[config.mk]
export PLATFORM = sky130hd
export DESIGN_NAME = if_fill_ctrl
export DESIGN_NICKNAME = d
export VERILOG_FILES = /design/src/rtl/if_fill_ctrl.sv
export SDC_FILE = /design/constraint.sdc
export NUM_CORES = 1
export LEC_CHECK = 0
export ABC_AREA = 1
export BUFFER_PORTS_ARGS = -buffer_cell sky130_fd_sc_hd__buf_2
export CORE_UTILIZATION = 48
export CTS_CLUSTER_SIZE = 8
export DETAILED_ROUTE_END_ITERATION = 7
export GPL_ROUTABILITY_DRIVEN = 0
export PLACE_DENSITY = 0.8
export SLEW_MARGIN = 25
export SYNTH_ARGS = -nofsm -noshare
export SYNTH_HDL_FRONTEND = slang
export SYNTH_SLANG_ARGS = --single-unit
[constraint.sdc]
create_clock -name clk -period 3.5 [get_ports clk]
set_input_delay 0.35 -clock clk [delete_from_list [all_inputs] [get_ports clk]]
set_output_delay 0.35 -clock clk [all_outputs]
set_load 0.05 [all_outputs]
[src/rtl/if_fill_ctrl.sv]
// if_fill_ctrl: streams one row of words into the IF scratch ring buffer.
// It tracks how many entries are resident, flags when a full filter window is
// present, and pulses done once the consumer has released every word of the row.
module if_fill_ctrl #(
  parameter int ADDR_LEN      = 4,
  parameter int SCRATCH_DEPTH = 16,
  parameter int SCRATCH_WIDTH = 32,
  parameter int LEN_W         = 8
) (
  input  logic                     clk,
  input  logic                     rst,
  input  logic                     start,
  input  logic [LEN_W-1:0]         total_len,
  input  logic [ADDR_LEN:0]        win_len,
  input  logic                     in_valid,
  input  logic [SCRATCH_WIDTH-1:0] in_data,
  output logic                     in_ready,
  input  logic                     rel,
  output logic                     sc_wen,
  output logic [ADDR_LEN-1:0]      sc_waddr,
  output logic [SCRATCH_WIDTH-1:0] sc_din,
  output logic [ADDR_LEN-1:0]      rd_base,
  output logic [ADDR_LEN:0]        count,
  output logic                     win_ready,
  output logic                     busy,
  output logic                     done
);

  typedef enum logic [1:0] {
    S_IDLE  = 2'd0,
    S_FILL  = 2'd1,
    S_DRAIN = 2'd2,
    S_DONE  = 2'd3
  } state_t;

  localparam logic [ADDR_LEN:0]   DEPTH_C = (ADDR_LEN+1)'(SCRATCH_DEPTH);
  localparam logic [ADDR_LEN-1:0] LAST_C  = ADDR_LEN'(SCRATCH_DEPTH - 1);
  localparam logic [ADDR_LEN:0]   ONE_C   = (ADDR_LEN+1)'(1);

  state_t              state, state_nxt;
  logic [ADDR_LEN-1:0] wptr, rptr;
  logic [ADDR_LEN:0]   cnt;
  logic [LEN_W-1:0]    received, tot_len;
  logic [ADDR_LEN:0]   win_q;

  logic                active;
  logic                xfer;
  logic                rel_ok;
  logic [LEN_W-1:0]    received_inc;
  logic [ADDR_LEN:0]   win_min;

  // Datapath decode: the handshake depends only on registered state, so
  // in_ready has no combinational path from in_valid or rel.
  assign active       = (state == S_FILL) || (state == S_DRAIN);
  assign in_ready     = (state == S_FILL) && (cnt < DEPTH_C);
  assign xfer         = in_valid && in_ready;
  assign rel_ok       = rel && active && (cnt != '0);
  assign received_inc = received + 1'b1;
  assign win_min      = (win_q == '0) ? ONE_C : win_q;

  assign sc_wen    = xfer;
  assign sc_waddr  = wptr;
  assign sc_din    = xfer ? in_data : '0;
  assign rd_base   = rptr;
  assign count     = cnt;
  assign win_ready = active && (cnt >= win_min);
  assign busy      = (state != S_IDLE);
  assign done      = (state == S_DONE);

  // Next-state logic for the row sequencer.
  always_comb begin
    // NOTE: every variable assigned here gets a default first so no path
    // through the case can leave it unassigned and infer a latch.
    state_nxt = state;
    unique case (state)
      S_IDLE:  if (start) state_nxt = (total_len == '0) ? S_DONE : S_FILL;
      S_FILL:  if (xfer && (received_inc == tot_len)) state_nxt = S_DRAIN;
      S_DRAIN: if (cnt == '0) state_nxt = S_DONE;
      S_DONE:  state_nxt = S_IDLE;
      default: state_nxt = S_IDLE;
    endcase
  end

  // State register plus ring-buffer pointers, occupancy and row bookkeeping.
  always_ff @(posedge clk) begin
    // NOTE: all state uses non-blocking assignments so every register samples
    // pre-edge values, independent of statement order within the block.
    if (rst) begin
      state    <= S_IDLE;
      wptr     <= '0;
      rptr     <= '0;
      cnt      <= '0;
      received <= '0;
      tot_len  <= '0;
      win_q    <= '0;
    end else begin
      state <= state_nxt;
      if ((state == S_IDLE) && start) begin
        tot_len  <= total_len;
        win_q    <= win_len;
        wptr     <= '0;
        rptr     <= '0;
        cnt      <= '0;
        received <= '0;
      end else begin
        if (xfer) begin
          wptr     <= (wptr == LAST_C) ? '0 : wptr + 1'b1;
          received <= received_inc;
        end
        if (rel_ok) begin
          rptr <= (rptr == LAST_C) ? '0 : rptr + 1'b1;
        end
        // Simultaneous write and release leave occupancy unchanged.
        unique case ({xfer, rel_ok})
          2'b10:   cnt <= cnt + 1'b1;
          2'b01:   cnt <= cnt - 1'b1;
          default: cnt <= cnt;
        endcase
      end
    end
  end

endmodule
==> run_results.csv, run 1 <==
group,metric,value,unit
worst_hold_path,min_to,"win_q[0]",
floorplanning,num_io_pins,100,
sta,tightest_slew,0.606,ns
cells_and_area,layout.cells.most_common,"buf_2",
worst_setup_path,path_max_fanout,6,
synth,syn_area,2330,µm²
power,power_leakage,1.72,nW
power,intPower,0.000993,W
clock_tree,postCtsSetupBuffers,0,
worst_setup_path,path_cells,"inv_1 > ha_1 > nand3_1 > inv_1 > ha_1 > ha_1 > nand2_1 > nor2_1 > a211oi_1 > nand2_1 > nand2_1 > nor2_1 > o21ai_0 > a21oi_1",
power,power_density,671,nW/µm²
cells_and_area,area_delta_synth_final,26.8,%
global_route,grt_pass1_vias,2171,
detailed_routing,drt-initial-drc-count,97,
detailed_routing,dr.pass1.iters,4,
synth,synth_cell_type_count,34,
sta,slew_violations,0,
worst_setup_path,criticalPathCategory,"reg -> reg",
clock_tree,clk_path_buf_depth,2,
synth,ys_seq_area_share,30.9,%
detailed_routing,vias,2462,
place,port_buffers,99,
sta,tns,0,ns
detailed_routing,ant_nets,0,
place,post-dp-hpwl,4230,µm
clock_tree,clkSinkCount,36,
global_route,grtUsageTotal,21.8,%
sta,setup_ws,0.924,ns
worst_setup_path,start_kind,"register",
floorplanning,die_h,71.7,µm
clock_tree,cts_buffers,5,
sta,relSlewSlack,59.5,%
synth,avgSynthCellArea,6.46,µm²
worst_setup_path,r2r-start,"state[0]",
worst_setup_path,reg2reg_setup_slack,0.92,ns
global_route,antenna_found_initial,0,
sta,finalSetupViolations,0,
clock_tree,cts.clk_slew.worst_paths,0.07,ns
synth,syn_inst,361,
synth,ys_seq_elements,36,
clock_tree,htreeDepth,2,
cells_and_area,mostFrequentLayoutCells,"buf_2, nor2_1, inv_1",
synth,syn_nets,429,
worst_setup_path,slowest_stage,"dfxtp_1",
clock_tree,cts_tree,"yes",
cells_and_area,num_antenna_cells,0,
clock_tree,root_buffer,"clkbuf_8",
worst_hold_path,hold_start,"win_len[0]",
detailed_routing,wl,5420,µm
worst_setup_path,critPathBufInv,2,
clock_tree,post_cts_resized,0,
synth,yosysWarningCount,0,
floorplanning,rows,24,
detailed_routing,wl_per_cell,10.6,µm
global_route,grt_pass1_wl,8940,µm
power,ir_drop,0.626,mV
worst_setup_path,critPathCaptureType,"register",
worst_setup_path,ff2ff_path_depth,14,
clock_tree,postCtsHoldBufs,0,
sta,fin_skew,0.00522,ns
worst_setup_path,cp_top_family,"adder cells",
floorplanning,initial_core_util,51.8,%
global_route,grt_max_degree,46,
power,p_sw_share,49.9,%
place,post-place-ws,0.919,ns
power,pwr-share-seq,28.6,%
power,power.switching,0.000990,W
global_route,grt_overflow,0,
detailed_routing,viasPerCell,4.82,
sta,fmax,0.388,GHz
worst_setup_path,timing.rr.end,"count[4]",
worst_hold_path,hold_class,"in -> reg",
worst_setup_path,critPathRequiredTime,3.68,ns
outcome,status,"completed",
worst_setup_path,crit_arrival,2.75,ns
floorplanning,core_area,4500,µm²
sta,fin_crit,2.58,ns
worst_setup_path,cp_slowest_stage_delay,0.39,ns
detailed_routing,drc,0,
power,clock_power_share,16.0,%
run,drv_cap,0,
sta,rsz0062_at_grt,"false",
floorplanning,dieWidth,71.7,µm
power,pwr-share-comb,55.4,%
floorplanning,die-area,5140,µm²
worst_hold_path,hold_depth,3,
sta,hold_viol_final,0,
sta,final.period_utilization,73.6,%
clock_tree,insertion_delay,0.29,ns
cells_and_area,nets,527,
cells_and_area,drive_gt1_share,26.4,%
==> cell type report <==
class | instances | area [µm²]
fillers | 396 | 1550
multi-input cells | 239 | 1270
flip-flops and latches | 36 | 721
repair buffers | 102 | 518
inverters | 75 | 282
clock buffers | 7 | 96.3
well taps | 52 | 65.1
==> cells by family after synthesis <==
family	after synthesis	synth area share, %
adders and majority gates	18	9.98
and+or+nand+nor	156	28.8
AOI/OAI and AO/OA	58	13.3
buffers and inverters	86	14.4
xor gates and xnor gates	7	2.63
DFF	36	30.9
==> through the flow <==
step / area (µm²) / total power, W / hold WS [ns] / std cells / util, %
after floorplan: 2330 / 0.00143 / 0.444 / 361 / -
after detailed placement: 2860 / 0.00167 / 0.470 / 504 / 63.5
after global placement: 2860 / 0.00164 / 0.459 / 504 / 63.5
after CTS: 2960 / 0.00200 / 0.301 / 511 / 65.6
after global routing: 2960 / 0.00214 / 0.333 / 511 / 65.6
final: 2960 / 0.00198 / 0.308 / 511 / 65.6
==> power by group through the flow <==
stage	combinational (W)	sequential, W	clock (W)
detailed placement	0.00110	0.000577	0
global route	0.00122	0.000581	0.000336
floorplan	0.000816	0.000615	0
finish	0.00110	0.000568	0.000317
global placement	0.00107	0.000571	0
CTS	0.00110	0.000567	0.000325
==> synthesized netlist by cell type <==
cell,count,share of area (%)
clkbuf_2,1,0.21
a211oi_1,2,0.64
nand3b_1,2,0.64
o21ai_0,28,6.0
dfxtp_1,36,31
buf_6,1,0.48
o21bai_1,1,0.32
a21o_1,1,0.32
xor2_1,3,1.1
nand2_2,3,0.80
nor2_1,77,12
inv_2,4,0.64
fa_1,1,0.86
nor4_1,2,0.54
inv_1,71,11
a41o_1,1,0.43
nor2_2,1,0.27
xnor2_1,4,1.5
nor2_4,2,0.97
o21a_1,1,0.32
nor3_1,2,0.43
o211ai_1,1,0.32
a21oi_1,22,4.7
buf_4,1,0.32
or2_2,1,0.27
nand4_1,4,1.1
ha_1,17,9.1
o21ai_1,1,0.21
and2_1,1,0.27
nand2_1,42,6.8
clkbuf_1,7,1.1
nand2_4,1,0.48
buf_2,1,0.21
nand3_1,18,3.9
==> worst reg2reg max path: cells and delay by family, from the launching register on <==
kind            cells  cell delay, ns
compound gates      3            0.43
fa+ha+maj           3            0.92
buf+inv             2            0.19
flops               1            0.39
simple gates        6            0.52
==> state kept, by name, indices dropped and copies added, names as in the netlist <==
signal    cells
count         5
rd_base       4
received      8
sc_waddr      4
state         2
tot_len       8
win_q         5
==> per-layer routing <==
metal | track usage, % | part of all wire (%)
met1 | 24.2 | 42
met2 | 40.5 | 50
met3 | 4.92 | 7.0
met4 | 7.84 | 1.6
met5 | 0 | 0
==> worst max-delay path by stage <==
stage / start / end / cells after the start
final: state[0] / count[4] / 14
after detailed placement: state[0] / count[4] / 14
after global placement: state[0] / count[4] / 14
after CTS: state[0] / count[4] / 14
after floorplan: count[4] / count[4] / 14
after global routing: state[0] / count[4] / 14
Note: power is estimated with default switching activity, not from simulation.
==> inputs of run 2 (changes only) <==
- CORE_UTILIZATION: 48 -> 43
- PLACE_DENSITY: 0.8 -> 0.76
- clock period: 3.5 -> 2.1 ns (I/O delays scaled with it)
==> run_results.csv, run 2 (synthesized netlist as in run 1, its figures left out) <==
group,metric,value,unit
clock_tree,htreeDepth,2,
place,dp_cells,529,
worst_setup_path,worstSetupEndpoint,"win_ready",
place,post-place-ws,-0.0544,ns
clock_tree,insertion_delay,0.29,ns
global_route,use_met3,5.03,%
cells_and_area,num_antenna_cells,0,
place,post-dp-hpwl,4530,µm
clock_tree,clk_path_buf_depth,2,
sta,fin_skew,0.00701,ns
floorplanning,die_h,75.6,µm
worst_setup_path,r2r-start,"state[1]",
global_route,use_met2,43.3,%
sta,rsz0062_at_grt,"true",
sta,hold_viol_final,0,
run,drv_cap,0,
sta,fmax,0.470,GHz
cells_and_area,top_regs,"received x8, tot_len x8",
detailed_routing,drc,0,
place,port_buffers,99,
global_route,top_usage_layer,"met2",
floorplanning,rows,26,
detailed_routing,drt-initial-drc-count,95,
cells_and_area,drive_gt1_share,34.8,%
cells_and_area,area_delta_synth_final,37.4,%
global_route,grt_max_degree,46,
clock_tree,cts.clk_slew.worst_paths,0.07,ns
global_route,grt_overflow,0,
sta,relSlewSlack,75.2,%
detailed_routing,wl,5760,µm
global_route,grt_pass1_wl,9910,µm
worst_hold_path,hold_class,"in -> reg",
worst_setup_path,crit_arrival,1.92,ns
worst_setup_path,reg2reg_setup_slack,-0.01,ns
worst_setup_path,timing.rr.end,"count[4]",
global_route,use_met1,24.9,%
outcome,violations,"setup timing",
worst_setup_path,start_kind,"register",
floorplanning,num_io_pins,100,
power,ir_drop,0.728,mV
detailed_routing,wl_per_cell,10.7,µm
worst_setup_path,criticalPathCategory,"reg -> out",
worst_setup_path,ff2ff_path_depth,13,
floorplanning,dieWidth,75.6,µm
sta,setup_ws,-0.0271,ns
global_route,antenna_found_initial,0,
clock_tree,cts_buffers,5,
worst_setup_path,critPathCaptureType,"primary output",
cells_and_area,post_layout_nonfiller_instances,539,
worst_setup_path,path_max_fanout,3,
clock_tree,root_buffer,"clkbuf_8",
worst_setup_path,startpoint,"win_q[1]",
clock_tree,cts_tree,"yes",
power,power_leakage,1.77,nW
power,power_density,1110,nW/µm²
detailed_routing,dr.pass1.iters,4,
outcome,status,"complete, but fails checks",
global_route,grtUsageTotal,22.7,%
floorplanning,core_area,5170,µm²
cells_and_area,mostFrequentLayoutCells,"buf_2, nor2_1, inv_1",
sta,slew_violations,0,
floorplanning,die-area,5720,µm²
sta,fin_crit,2.13,ns
detailed_routing,vias,2495,
sta,finalSetupViolations,2,
sta,final.period_utilization,101,%
sta,tightest_slew,0.372,ns
clock_tree,clkSinkCount,36,
floorplanning,initial_core_util,45.1,%
cells_and_area,layout.cells.most_common,"buf_2",
worst_hold_path,hold_start,"win_len[0]",
detailed_routing,ant_nets,0,
cells_and_area,nets,536,
global_route,grt_pass1_vias,2416,
worst_setup_path,critPathRequiredTime,1.89,ns
detailed_routing,viasPerCell,4.63,
[run 2: per-stage QoR]
step | utilization (%) | cell area [µm²] | total power [W] | hold slack [ns] | setup TNS [ns]
floorplan | - | 2460 | 0.00252 | 0.377 | 0
global placement | 59.0 | 3050 | 0.00296 | 0.451 | 0
detailed placement | 59.0 | 3050 | 0.00301 | 0.461 | -0.0544
CTS | 61.2 | 3170 | 0.00354 | 0.179 | -0.0566
global route | 62.0 | 3210 | 0.00382 | 0.186 | -0.296
finish | 62.0 | 3210 | 0.00356 | 0.178 | -0.0349
[run 2: worst min path at each step]
stage | to | cells past startpoint | slack, ns
2_1_floorplan | tot_len[0] | 2 | 0.38
3_3_place_gp | count[4] | 1 | 0.45
3_5_place_dp | count[4] | 1 | 0.46
4_1_cts | win_q[0] | 3 | 0.18
5_1_grt | win_q[0] | 3 | 0.19
6_report | win_q[0] | 3 | 0.18
[run 2: repair_timing]
action / CTS / global route
hold buffers: 0 / 0
gates resized for setup: 10 / 12
setup endpoints to repair: 2 / 20
pin swaps: 3 / 2
buffers inserted: 2 / 0
[run 2: area by class of cell]
cell class / instances / area, µm²
clock inverters: 1 / 5.00
well taps: 70 / 87.6
multi-input cells: 239 / 1400
clock buffers: 7 / 76.3
repair buffers: 111 / 604
fillers: 493 / 1970
inverters: 75 / 289
flip-flops and latches: 36 / 747
[run 2: metal layers]
layer  vias up  wire, µm
li1       1328         -
met1      1094      2520
met2        68      2890
met3         5       294
met4         0        56
met5         -         0
[run 2: power breakdown]
part	total [W]	switching, W	internal, W
Sequential	0.000974	0.000131	0.000844
Clock	0.000476	0.000243	0.000233
Combinational	0.00211	0.00140	0.000712
Total	0.00356	0.00177	0.00179
[run 2: critical path, stage by stage (launching register included)]
cell and delay, ns:
dfxtp_2 0.32, inv_2 0.04, a41o_1 0.23, ha_1 0.27, inv_1 0.05, nand2_1 0.05, a21oi_2 0.11, o21bai_1 0.07
a21o_1 0.17, a21oi_2 0.11, nor2_1 0.06, buf_6 0.15
